## config.mk

```make
export PLATFORM = sky130hd
export DESIGN_NAME = video_mode_detect
export DESIGN_NICKNAME = d
export VERILOG_FILES = /design/src/rtl/video_mode_detect.sv
export SDC_FILE = /design/constraint.sdc
export NUM_CORES = 1
export LEC_CHECK = 0
export CAP_MARGIN = 40
export CORE_MARGIN = 3
export CORE_UTILIZATION = 30
export CTS_CLUSTER_DIAMETER = 80
export CTS_CLUSTER_SIZE = 25
export DETAILED_ROUTE_END_ITERATION = 12
export DONT_BUFFER_PORTS = 1
export MAX_ROUTING_LAYER = met4
export SYNTH_ARGS = -nofsm -noshare
export SYNTH_HDL_FRONTEND = slang
export SYNTH_SLANG_ARGS = --single-unit
```

## constraint.sdc

```tcl
create_clock -name clock -period 4.52 [get_ports clock]
set_clock_uncertainty 0.15 [all_clocks]
set_input_delay 0.904 -clock clock [delete_from_list [all_inputs] [get_ports clock]]
set_output_delay 0.904 -clock clock [all_outputs]
set_load 0.005 [all_outputs]
```

## src/rtl/video_mode_detect.sv

```systemverilog
// Measures raw hsync/vsync/de timing and reports line/frame geometry once it has been stable for several frames.
// Optional macro VIDEO_DETECT_POLARITY_EN adds sync polarity detection and the hsync_pol/vsync_pol outputs.
module video_mode_detect #(
    parameter int CNT_W         = 12,
    parameter int STABLE_FRAMES = 3,
    parameter int TIMEOUT       = 4194304
) (
    input  logic             clock,
    input  logic             reset_n,
    input  logic             hsync,
    input  logic             vsync,
    input  logic             de,
    output logic [CNT_W-1:0] h_total,
    output logic [CNT_W-1:0] h_active,
    output logic [CNT_W-1:0] v_total,
    output logic [CNT_W-1:0] v_active,
    output logic             locked,
    output logic             mode_changed,
    output logic             signal_lost
`ifdef VIDEO_DETECT_POLARITY_EN
    ,
    output logic             hsync_pol,
    output logic             vsync_pol
`endif
);

    localparam logic [CNT_W-1:0] CMAX     = '1;
    localparam int               TO_W     = $clog2(TIMEOUT + 1);
    localparam logic [TO_W-1:0]  TO_LAST  = TO_W'(TIMEOUT - 1);
    localparam logic [TO_W-1:0]  TO_FULL  = TO_W'(TIMEOUT);
    localparam logic [3:0]       STABLE_N = 4'(STABLE_FRAMES);

    typedef enum logic {UNLOCKED = 1'b0, LOCKED = 1'b1} lock_state_t;

    function automatic logic [CNT_W-1:0] sat_inc(input logic [CNT_W-1:0] v);
        return (v == CMAX) ? v : v + 1'b1;
    endfunction

    logic             hs_n, vs_n, hs_r, vs_r, hs_edge, vs_edge, line_de;
    logic [CNT_W-1:0] h_cnt, de_cnt, h_meas, ha_meas, v_cnt, va_cnt, h_inc;
    logic             frame_sat, sat_now;
    logic [CNT_W-1:0] cand_h, cand_ha, cand_v, cand_va;
    logic [CNT_W-1:0] prev_h, prev_ha, prev_v, prev_va;
    logic [1:0]       cand_pol, prev_pol;
    logic             cand_ok, cand_eq, have_prev, first_edge_seen, frame_close;
    logic [3:0]       stable_cnt;
    logic [TO_W-1:0]  to_cnt;
    logic             timeout_fire, bad_evt, load_geom, geom_diff, ever_locked;
    lock_state_t      state, state_next;

`ifdef VIDEO_DETECT_POLARITY_EN
    // The level held for most of a period is the inactive one; syncs are normalized to active-high.
    logic [CNT_W-1:0] hs_hi, hs_lo, vs_hi, vs_lo;
    logic             hs_raw_r, vs_raw_r, hs_pol_det, vs_pol_det;

    always_ff @(posedge clock or negedge reset_n) begin
        if (!reset_n) begin
            hs_raw_r   <= 1'b0;
            vs_raw_r   <= 1'b0;
            hs_pol_det <= 1'b0;
            vs_pol_det <= 1'b0;
            hs_hi      <= '0;
            hs_lo      <= '0;
            vs_hi      <= '0;
            vs_lo      <= '0;
        end else begin
            hs_raw_r <= hsync;
            vs_raw_r <= vsync;
            if (hsync && !hs_raw_r) begin
                hs_pol_det <= (hs_hi > hs_lo);
                hs_hi      <= '0;
                hs_lo      <= '0;
            end else if (hsync) hs_hi <= sat_inc(hs_hi);
            else                hs_lo <= sat_inc(hs_lo);
            if (vsync && !vs_raw_r) begin
                vs_pol_det <= (vs_hi > vs_lo);
                vs_hi      <= '0;
                vs_lo      <= '0;
            end else if (vsync) vs_hi <= sat_inc(vs_hi);
            else                vs_lo <= sat_inc(vs_lo);
        end
    end

    assign hs_n      = hsync ^ hs_pol_det;
    assign vs_n      = vsync ^ vs_pol_det;
    assign cand_pol  = {hs_pol_det, vs_pol_det};
    assign geom_diff = {prev_h, prev_ha, prev_v, prev_va, prev_pol} !=
                       {h_total, h_active, v_total, v_active, hsync_pol, vsync_pol};
`else
    assign hs_n      = hsync;
    assign vs_n      = vsync;
    assign cand_pol  = 2'b00;
    assign geom_diff = {prev_h, prev_ha, prev_v, prev_va} != {h_total, h_active, v_total, v_active};
`endif

    assign hs_edge = hs_n & ~hs_r;
    assign vs_edge = vs_n & ~vs_r;
    assign line_de = hs_edge && (de_cnt != '0);
    assign h_inc   = sat_inc(h_cnt);
    assign sat_now = (h_cnt == CMAX) || (de_cnt == CMAX) || (v_cnt == CMAX) || (va_cnt == CMAX);

    // A line closing on the same cycle as the frame belongs to the closing frame.
    assign cand_h  = hs_edge ? h_inc : h_meas;
    assign cand_ha = line_de ? de_cnt : ha_meas;
    assign cand_v  = hs_edge ? sat_inc(v_cnt) : v_cnt;
    assign cand_va = line_de ? sat_inc(va_cnt) : va_cnt;
    assign cand_ok = (cand_h != '0) && (cand_ha != '0) && (cand_v != '0) && (cand_va != '0) &&
                     (cand_h != CMAX) && (cand_ha != CMAX) && (cand_v != CMAX) && (cand_va != CMAX) &&
                     !frame_sat && !sat_now;
    assign cand_eq = have_prev &&
                     ({cand_h, cand_ha, cand_v, cand_va, cand_pol} == {prev_h, prev_ha, prev_v, prev_va, prev_pol});

    assign frame_close  = vs_edge && first_edge_seen;
    assign timeout_fire = (to_cnt == TO_LAST) && !vs_edge;
    assign bad_evt      = timeout_fire || (frame_close && !(cand_ok && cand_eq));

    always_ff @(posedge clock or negedge reset_n) begin
        if (!reset_n) begin
            hs_r      <= 1'b0;
            vs_r      <= 1'b0;
            h_cnt     <= '0;
            de_cnt    <= '0;
            h_meas    <= '0;
            ha_meas   <= '0;
            v_cnt     <= '0;
            va_cnt    <= '0;
            frame_sat <= 1'b0;
        end else begin
            hs_r <= hs_n;
            vs_r <= vs_n;
            if (sat_now) frame_sat <= 1'b1;
            if (hs_edge) begin
                h_meas <= h_inc;
                h_cnt  <= '0;
                de_cnt <= '0;
                if (line_de) ha_meas <= de_cnt;
            end else begin
                h_cnt <= h_inc;
                if (de) de_cnt <= sat_inc(de_cnt);
            end
            if (vs_edge) begin
                v_cnt     <= '0;
                va_cnt    <= '0;
                frame_sat <= 1'b0;
            end else if (hs_edge) begin
                v_cnt <= sat_inc(v_cnt);
                if (line_de) va_cnt <= sat_inc(va_cnt);
            end
        end
    end

    // Frame qualification, stability count and vsync timeout.
    always_ff @(posedge clock or negedge reset_n) begin
        if (!reset_n) begin
            prev_h          <= '0;
            prev_ha         <= '0;
            prev_v          <= '0;
            prev_va         <= '0;
            prev_pol        <= 2'b00;
            have_prev       <= 1'b0;
            stable_cnt      <= '0;
            first_edge_seen <= 1'b0;
            signal_lost     <= 1'b0;
            to_cnt          <= '0;
        end else begin
            if (vs_edge)              to_cnt <= '0;
            else if (to_cnt != TO_FULL) to_cnt <= to_cnt + 1'b1;
            if (timeout_fire) begin
                signal_lost     <= 1'b1;
                stable_cnt      <= '0;
                have_prev       <= 1'b0;
                first_edge_seen <= 1'b0;
            end else if (vs_edge) begin
                signal_lost <= 1'b0;
                if (!first_edge_seen) begin
                    first_edge_seen <= 1'b1;
                end else if (!cand_ok) begin
                    stable_cnt <= '0;
                    have_prev  <= 1'b0;
                end else if (cand_eq) begin
                    if (stable_cnt != STABLE_N) stable_cnt <= stable_cnt + 1'b1;
                end else begin
                    stable_cnt <= 4'd1;
                    have_prev  <= 1'b1;
                    prev_h     <= cand_h;
                    prev_ha    <= cand_ha;
                    prev_v     <= cand_v;
                    prev_va    <= cand_va;
                    prev_pol   <= cand_pol;
                end
            end
        end
    end

    always_ff @(posedge clock or negedge reset_n) begin
        if (!reset_n) state <= UNLOCKED;
        else          state <= state_next;
    end

    always_comb begin
        state_next = state;
        case (state)
            UNLOCKED: if ((stable_cnt == STABLE_N) && !bad_evt) state_next = LOCKED;
            LOCKED:   if (bad_evt) state_next = UNLOCKED;
            default:  state_next = UNLOCKED;
        endcase
    end

    always_comb begin
        locked    = (state == LOCKED);
        load_geom = (state == UNLOCKED) && (state_next == LOCKED);
    end

    // Geometry outputs hold through loss of lock and only reload on the next lock.
    always_ff @(posedge clock or negedge reset_n) begin
        if (!reset_n) begin
            h_total      <= '0;
            h_active     <= '0;
            v_total      <= '0;
            v_active     <= '0;
            mode_changed <= 1'b0;
            ever_locked  <= 1'b0;
        end else begin
            mode_changed <= 1'b0;
            if (load_geom) begin
                h_total      <= prev_h;
                h_active     <= prev_ha;
                v_total      <= prev_v;
                v_active     <= prev_va;
                mode_changed <= geom_diff || !ever_locked;
                ever_locked  <= 1'b1;
            end
        end
    end

`ifdef VIDEO_DETECT_POLARITY_EN
    always_ff @(posedge clock or negedge reset_n) begin
        if (!reset_n) begin
            hsync_pol <= 1'b0;
            vsync_pol <= 1'b0;
        end else if (load_geom) begin
            hsync_pol <= prev_pol[1];
            vsync_pol <= prev_pol[0];
        end
    end
`endif

endmodule

```

# == Word-level counts from Yosys, hierarchy flattened ==
# Cells that the tools add are included.
# Widths: inputs -> output; s select.
# classes
n_shift,0
n_bitwise,7
n_reduce_logical,43
order_cmp,0
n_div,0
multipliers,0
eq_ne,17
n_mux,37
add_sub_neg,6
# op_table
operator,n
$mux 12,14
$reduce_bool 12->1,5
$add 12x1->12 const B,4
$eq 12x12->1 const B,4
$eq 48x48->1,1
$ne 12x12->1 const B,4
$ne 48x48->1,1
$mux 23,2
$mux 4,6
$add 23x1->23 const B,1
$eq 23x22->1 const B,1
$ne 23x23->1 const B,1
$logic_and 1x1->1,17
$mux 1,14
$reduce_bool 2->1,6
$ne 4x2->1 const B,2
$logic_not 1->1,6
$reduce_and 3->1,2
$logic_or 1x1->1,5
$not 1->1,5
$reduce_and 5->1,1
$add 4x1->4 const B,1
$eq 4x2->1 const B,1
$ne 3x2->1 const B,1
other kinds (4),5
# totals
ramBits,0
n_memories,0
word_cells,135
output_inout_bits,51
inputBits,5
romBits,0
ff_bits,204
latch_bits,0

# == Longest topological paths before layout ==
# Gate-level depths: netlist (run 1).
# logic_depth
word_depth,24
depth_mapped,16
depth_no_buf,12

# == Worst setup path after synthesis (run 1) ==
# Ideal clock, no wire load.
# synth_timing
path_kind,input to register
start,input hsync
end,register stable_cnt[2]
path_buffers,3
setup_ns,0.083
path_stages,13
required_ns,4.287
arrival_ns,4.006
path_slack_ns,0.282
path_cell_list,nor2b_1 buf_2 buf_2 buf_2 o31ai_1 a2bb2oi_1 nor2_1 or4b_2 or4_1 or4_1 nor4_1 o21ai_0 o21ai_0
# synth_between
elab_chain_cells,17
elab_cells_between_ends,32
cone_classes,eq/ne (6); mux (9); bitwise (1); reduce/logical (16)
# synth_lines
element,line,rtl
start: declaration,10,"input logic hsync,"
$and 1x1->1 (*),96,assign hs_edge = hs_n & ~hs_r;
$logic_and 1x1->1,98,assign line_de = hs_edge && (de_cnt != '0);
$mux 12,-,
$reduce_bool 12->1,107,assign cand_ok = (cand_h != '0) && (cand_ha != '0) && (cand_v != '0) && (cand_va != '0) &&
$logic_and 1x1->1 (4 in a row),107,
$logic_and 1x1->1 (4 in a row),108,(cand_h != CMAX) && (cand_ha != CMAX) && (cand_v != CMAX) && (cand_va != CMAX) &&
$logic_and 1x1->1,109,!frame_sat && !sat_now;
$mux 4,177,end else if (!cand_ok) begin
$mux 4,175,if (!first_edge_seen) begin
$mux 4,173,end else if (vs_edge) begin
$mux 4,168,if (timeout_fire) begin
end signal: assignment,181,if (stable_cnt != STABLE_N) stable_cnt <= stable_cnt + 1'b1;
end: declaration,46,logic [3:0] stable_cnt;
# Every way passes the cells marked *; elsewhere a longest branch is shown, timed or not. The select of a mux whose other input is x is not followed.
# A chain may end at the register's enable or synchronous reset.

# == Final worst setup path (run 1) ==
# layout_timing
start,register h_cnt[1]
end,register h_total[5]
# layout_between
elab_chain_cells,22
elab_cells_between_ends,31
cone_classes,add/sub (1); eq/ne (3); mux (5); reduce/logical (22)
# layout_lines
element,line,rtl
start: declaration,40,"logic [CNT_W-1:0] h_cnt, de_cnt, h_meas, ha_meas, v_cnt, va_cnt, h_inc;"
start signal: assignment,138,h_cnt <= h_inc;
$add 12x1->12 / $eq 12x12->1 (equally long branches),36,return (v == CMAX) ? v : v + 1'b1;
$mux 12 (*),36,
$mux 12 (*),-,
net cand_h[9],42,"logic [CNT_W-1:0] cand_h, cand_ha, cand_v, cand_va;"
$reduce_bool 12->1,107,
$logic_and 1x1->1 (4 in a row),107,
$logic_and 1x1->1 (4 in a row),108,
$logic_and 1x1->1,109,
$logic_and 1x1->1 (*),115,assign bad_evt = timeout_fire || (frame_close && !(cand_ok && cand_eq));
$logic_not 1->1 (*),115,
$logic_and 1x1->1 (*),115,
$logic_or 1x1->1 (*),115,
$logic_not 1->1,203,UNLOCKED: if ((stable_cnt == STABLE_N) && !bad_evt) state_next = LOCKED;
$logic_and 1x1->1,203,
$mux 1,203,
$pmux 1 s2 (*),202,case (state)
$logic_and 1x1->1 (*),211,load_geom = (state == UNLOCKED) && (state_next == LOCKED);
end signal: assignment,226,h_total <= prev_h;
end: declaration,13,"output logic [CNT_W-1:0] h_total,"
# The timed path passes the listed nets; every way through them passes the cells marked *.

==> results of run 1 <==
## flip-flops by register name (all words and copies together), names as in the netlist, 4 cells and up
name	flops
ha_meas	12
h_cnt	12
h_active	12
prev_ha	12
v_cnt	12
va_cnt	12
prev_va	12
h_total	12
h_meas	12
to_cnt	23
prev_h	12
v_total	12
v_active	12
prev_v	12
stable_cnt	4
de_cnt	12
## logic make-up (layout without fill, tap and decap cells)
kind of cell	count (synthesis)	in the layout	share of synthesized area (%)
AND/OR/NAND/NOR	530	530	23.46
AO/OA/AOI/OAI	210	210	11.80
flip-flops	204	204	41.72
XOR/XNOR	121	121	8.774
multiplexers	108	108	9.796
buffers and inverters	105	161	3.630
adder cells (fa/ha/maj)	8	8	0.8181
## metrics by stage
| stage | instance area [µm²] | setup WS (ns) | hold WS (ns) | utilization, % |
|---|---|---|---|---|
| floorplan | 12240 | 0.2815 | 0.2843 | - |
| global placement | 13380 | -0.08111 | 0.3026 | 33.44 |
| detailed placement | 13400 | -0.1200 | 0.3057 | 33.50 |
| CTS | 13910 | 0.1433 | -0.08338 | 34.78 |
| global route | 14030 | 0.01397 | -0.08754 | 35.07 |
| finish | 14030 | 0.1617 | -0.06670 | 35.07 |
## cell type report
| type | count | area [µm²] | area share [%] |
|---|---|---|---|
| well taps | 525 | 656.9 | 4.682 |
| flip-flops and latches | 204 | 5105 | 36.39 |
| clock inverters | 9 | 121.4 | 0.8651 |
| inverters | 28 | 105.1 | 0.7492 |
| clock buffers | 17 | 382.9 | 2.729 |
| repair buffers | 107 | 892.1 | 6.359 |
| multi-input cells | 977 | 6765 | 48.22 |
## path summary, 6_finish.rpt
path,from,end,slack (ns),cells after the start
worst min register to register,ever_locked,ever_locked,0.32,1
worst max register to register,h_cnt[1],h_total[5],0.16,13
min in group clock,vsync,vs_r,0.26,0
max in group asynchronous,reset_n,to_cnt[6],3.94,0
worst max-delay path,h_cnt[1],h_total[5],0.16,13
worst min-delay path,reset_n,ha_meas[10],-0.07,0
## synthesized netlist by cell type (all sizes together) (17+ instances only)
library cell and count:
mux2 91, clkbuf 49, buf 28, mux2i 17, or4 17, and3 20, a31oi 17, nand2b 18
xnor2 32, dfrtp 204, nand4 39, a21oi 45, xor2 88, nor3 32, nor2b 35, nor2 112
nand2 80, inv 28, nand3 65, o21ai 45, nor4 38
## layer usage
metal  vias to the layer above  routed length [µm]
met3                        56                3073
met2                       351               18630
met4                         0                1092
li1                       4800                   -
met5                         -                   0
met1                      5212               17440
## where the power goes
part / internal [W] / leakage [nW] / total (W) / switching, W
Clock: 0.000673 / 0.246 / 0.00146 / 0.000790
Sequential: 0.00200 / 2.78 / 0.00230 / 0.000298
Combinational: 0.000799 / 3.55 / 0.00183 / 0.00103
Total: 0.00348 / 6.57 / 0.00559 / 0.00212
## critical path, stage by stage (launching register included)
cell and delay (ns):
dfrtp_1 0.41, ha_1 0.25, nand2_1 0.20, nor4_4 0.52
or3_1 0.20, a31oi_1 0.12, buf_4 0.17, or4_1 0.53
nor3_1 0.50, or4_1 0.33, nor4_4 0.09, o21ai_4 0.19
buf_12 0.23, mux2_1 0.35
## timing repair
item,4_1_cts,5_1_grt
gates resized for setup,1,10
pin swaps,0,1
endpoints found under the setup margin,8,91
endpoints found under the hold margin,204,204
cloned,0,1
buffers inserted,0,5
==> results by group, run 1 <==
Setup path
  – CP required: 4.76 ns
  – WS Path Type: reg -> reg
  – Signal arrival time at the worst endpoint: 4.60 ns
  – Type of origin of the critical path: flop
  – Max FO, Critical Path: 29
  – Setup crit end kind: flop

GRT
  – Largest net degree at the start of global routing: 205
  – GR Layer Usage met3: 4.026%
  – Grt met1 use: 24.72%
  – Initial antenna violation count: 2
  – Aggregate global-route resource usage: 18.68%
  – Busiest grt layer: met2
  – Overflow after GRT: 0
  – Global-route wire length before repair: 62240 µm
  – Vias in the first global route: 10140
  – Met2 Track Usage GR: 29.13%

Floorplan
  – Die X: 208.0 µm
  – Row cnt: 73
  – Die area: 0.04324 mm²
  – IO Count: 56
  – Initial core utilization: 30.58%
  – Die Ht: 208.0 µm
  – Core box area: 0.04001 mm²

Synth
  – Top cells by area, synth: dfrtp_1 (42%), xor2_1 (6.3%), mux2_1 (4.5%)
  – Ys async rst share: 100.0%
  – Syn_nets: 1299
  – Netlist cell types: 80
  – Share of the synthesized area in the top cell type: 41.72%
  – Synth warnings: 0
  – Seq/Total Area, Yosys: 41.72%
  – Synth Instances: 1286
  – Cell taking the most area after synthesis: dfrtp_1
  – Post-synthesis register bit count: 204
  – Synthesized area per cell: 9.514 µm²
  – Synthesized area: 0.01224 mm²
  – Post-synth EDFFs: 0
  – Synth Flop Type: dfrtp_1

Clock tree
  – Clk sink count: 204
  – CTS Buf Count: 15
  – H-tree depth: 1
  – Clk_lat worst skew: 0.52 ns
  – CTS tree: yes
  – Root buffer cell: clkbuf_16
  – Maximum clock path buffer count: 3
  – Clk slew on worst S/H paths: 0.10 ns

Cells and area
  – Synth-to-layout area growth: 14.65%
  – # fillers: 4142
  – Commonest cells after routing, fill and taps aside: dfrtp_1 (204), nor2_1 (111), buf_4 (97)
  – Commonest non-fill, non-tap cell in the layout: dfrtp_1
  – # diodes: 0
  – Final cell count without fillers: 1867
  – Count of nets after finishing: 1346
  – Share of cells above drive strength 1: 14.90%

Timing
  – RSZ-0062 raised after global routing: false
  – Setup violators final: 0
  – Worst Max-Slew Pin Slew: 0.8897 ns
  – Hold WS: -0.06670 ns
  – Rel. slew slack: 40.28%
  – Final slew viol count: 0
  – Max Fclk: 229.4 MHz
  – Final worst-path cycle share: 96.42%
  – Fin Setup TNS: 0 ns
  – Minimum clock period: 4.358 ns
  – Final hold vios: 149

Routing
  – DRT Pass-1 Iters: 5
  – Drt initial violations: 1108
  – WL/cell: 21.55 µm
  – Via/cell ratio: 5.581
  – Via Count: 10420
  – Post-route DRC: 0
  – Routed Antenna Nets: 0
  – WL final: 40240 µm

Placed design
  – Placed Cells: 1834
  – Placer Congestion: 0.9957
  – Number of port buffers: 0
  – Final HPWL DP: 30410 µm

Run status
  – Status: complete, but fails checks
  – Failing checks: hold timing

Run
  – Max-Cap Viols: 0

Power and ir drop
  – Pleak: 6.573 nW
  – Final Total Pwr: 0.005593 W
  – VDD IR-drop max: 0.2054 mV
  – Power Density: 398.7 mW/mm²

Min path
  – Worst hold path class: in -> async
Power figures use the tool's default switching activity.
==> run 2, diff against run 1 <==
--- a/config.mk
+++ b/config.mk
@@ -6,7 +6,6 @@
 export NUM_CORES = 1
 export LEC_CHECK = 0
 export CAP_MARGIN = 40
-export CORE_MARGIN = 3
 export CORE_UTILIZATION = 30
 export CTS_CLUSTER_DIAMETER = 80
 export CTS_CLUSTER_SIZE = 25
==> results by group, run 2 (same netlist as run 1, synthesis figures left out) <==
Run status
  – Status: complete, but fails checks
  – Failing checks: hold timing

Cells and area
  – Register Area: 0.005105 mm²
  – Commonest non-fill, non-tap cell in the layout: dfrtp_1
  – Multi-input logic area: 0.006854 mm²
  – Final Instance Area: 0.01408 mm²
  – # fillers: 4107
  – Synth-to-layout area growth: 15.06%
  – Max reg flops: 23
  – Commonest cells after routing, fill and taps aside: dfrtp_1 (204), nor2_1 (111), buf_4 (98)
  – Most flops, register: to_cnt
  – Share of cells above drive strength 1: 16.55%
  – # diodes: 0
  – Count of nets after finishing: 1347

Clock tree
  – Clk_lat worst skew: 0.49 ns
  – Clk sink count: 204
  – Root buffer cell: clkbuf_16
  – CTS Buf Count: 15
  – Clk slew on worst S/H paths: 0.08 ns
  – H-tree depth: 1
  – CTS tree: yes
  – Maximum clock path buffer count: 3

Setup path
  – Reg2reg setup slack: 0.07 ns
  – FF-to-FF End: h_active[8]
  – Type of origin of the critical path: flop
  – Signal arrival time at the worst endpoint: 4.68 ns
  – Setup crit end kind: flop
  – Worst reg2reg path depth: 15
  – Max FO, Critical Path: 21
  – Worst r2r src: de_cnt[0]
  – WS Path Type: reg -> reg
  – CP required: 4.74 ns

Floorplan
  – Row cnt: 73
  – Core box area: 0.04001 mm²
  – Die Ht: 204.0 µm
  – Die X: 204.0 µm
  – Initial core utilization: 30.58%
  – IO Count: 56
  – Die area: 0.04160 mm²

GRT
  – Overflow after GRT: 0
  – Global-route wire length before repair: 61560 µm
  – Aggregate global-route resource usage: 19.77%
  – Vias in the first global route: 10110
  – Initial antenna violation count: 0
  – Largest net degree at the start of global routing: 205

Timing
  – Minimum clock period: 4.454 ns
  – Setup violators final: 0
  – Worst Max-Slew Pin Slew: 0.9812 ns
  – Final hold vios: 40
  – Fin Setup TNS: 0 ns
  – Final slew viol count: 0
  – Final worst-path cycle share: 98.55%
  – Setup slack after layout: 0.06552 ns
  – RSZ-0062 raised after global routing: true
  – Rel. slew slack: 34.14%
  – Hold WS: -0.04375 ns
  – Max Fclk: 224.5 MHz

Placed design
  – Placement Cell Area: 0.01341 mm²
  – Number of port buffers: 0
  – DP Worst Slack: -0.06684 ns
  – Placer Congestion: 0.9359
  – Final HPWL DP: 30460 µm

Min path
  – Worst hold path class: in -> async

Routing
  – Post-route DRC: 0
  – Via Count: 10380
  – DRT Pass-1 Iters: 7
  – WL final: 39970 µm
  – Drt initial violations: 894
  – WL/cell: 21.42 µm
  – Routed Antenna Nets: 0
  – Via/cell ratio: 5.561

Power and ir drop
  – Final Total Pwr: 0.005567 W
  – Power Density: 395.4 mW/mm²
  – VDD IR-drop max: 0.1810 mV
  – Pleak: 6.614 nW

Run
  – Max-Cap Viols: 0
==> run 2: cell count changes in the layout (fill, tap and decap cells not counted), moves of 2 or more <==
cell,previous run,this run
buf_6,1,3
clkbuf_8,0,3
inv_1,28,26
inv_16,2,0
inv_2,0,2
inv_8,2,0
mux2_1,49,30
mux2_4,0,19
nand3_2,0,2
==> run 2: worst max-delay path by stage <==
stage,from,end,cells past startpoint
5_1_grt,de_cnt[0],h_active[7],15
4_1_cts,de_cnt[0],h_active[0],15
3_3_place_gp,hsync,h_total[0],12
2_1_floorplan,hsync,stable_cnt[2],13
3_5_place_dp,hsync,h_active[0],12
6_report,de_cnt[0],h_active[8],15
==> run 2: metal layers <==
metal	share of wire [%]	routed length, µm	global-route usage [%]
met1	43	17250	25.47
met2	46	18250	30.66
met3	7.6	3054	4.193
met4	3.5	1419	6.850
met5	0	0	-
==> run 2: critical path: stages (launching register included) <==
cell     delay [ns]
dfrtp_1        0.39
inv_2          0.08
ha_4           0.15
or3b_4         0.40
o41ai_4        0.43
nor2_2         0.06
buf_6          0.16
mux2i_4        0.20
xnor2_2        0.16
or4_4          0.51
or4_4          0.52
buf_6          0.14
nor4_4         0.32
o21ai_4        0.13
buf_12         0.19
mux2_1         0.32
==> run 2: repair_timing <==
action                                  4_1_cts  5_1_grt
endpoints found under the setup margin       77       91
endpoints found under the hold margin       204      204
gates resized for setup                       1       37
pin swaps                                     0        2
setup buffers                                 0        3
==> run 2: through the flow <==
stage | instances | utilization, %
floorplan | 1286 | -
global placement | 1836 | 33.49
detailed placement | 1838 | 33.53
CTS | 1862 | 34.76
global route | 1866 | 35.19
finish | 1866 | 35.19
==> run 2: final cells by class <==
| type | count | area share [%] |
|---|---|---|
| repair buffers | 108 | 6.186 |
| well taps | 525 | 4.666 |
| clock inverters | 5 | 0.4710 |
| flip-flops and latches | 204 | 36.26 |
| inverters | 28 | 0.7465 |
| multi-input cells | 977 | 48.68 |
| clock buffers | 19 | 2.986 |
==> run 2: power breakdown <==
group	total, W	internal (W)	switching [W]	leakage (nW)
Clock	0.00141	0.000687	0.000727	0.238
Sequential	0.00231	0.00200	0.000301	2.78
Combinational	0.00185	0.000809	0.00104	3.60
Total	0.00557	0.00350	0.00207	6.61
==> run 3, diff against run 2 <==
--- a/config.mk
+++ b/config.mk
@@ -6,6 +6,7 @@
 export NUM_CORES = 1
 export LEC_CHECK = 0
 export CAP_MARGIN = 40
+export CORE_MARGIN = 3
 export CORE_UTILIZATION = 30
 export CTS_CLUSTER_DIAMETER = 80
 export CTS_CLUSTER_SIZE = 25
==> results of run 3 <==
Same layout as run 1: the final DEF is identical, and so are final timing and power.
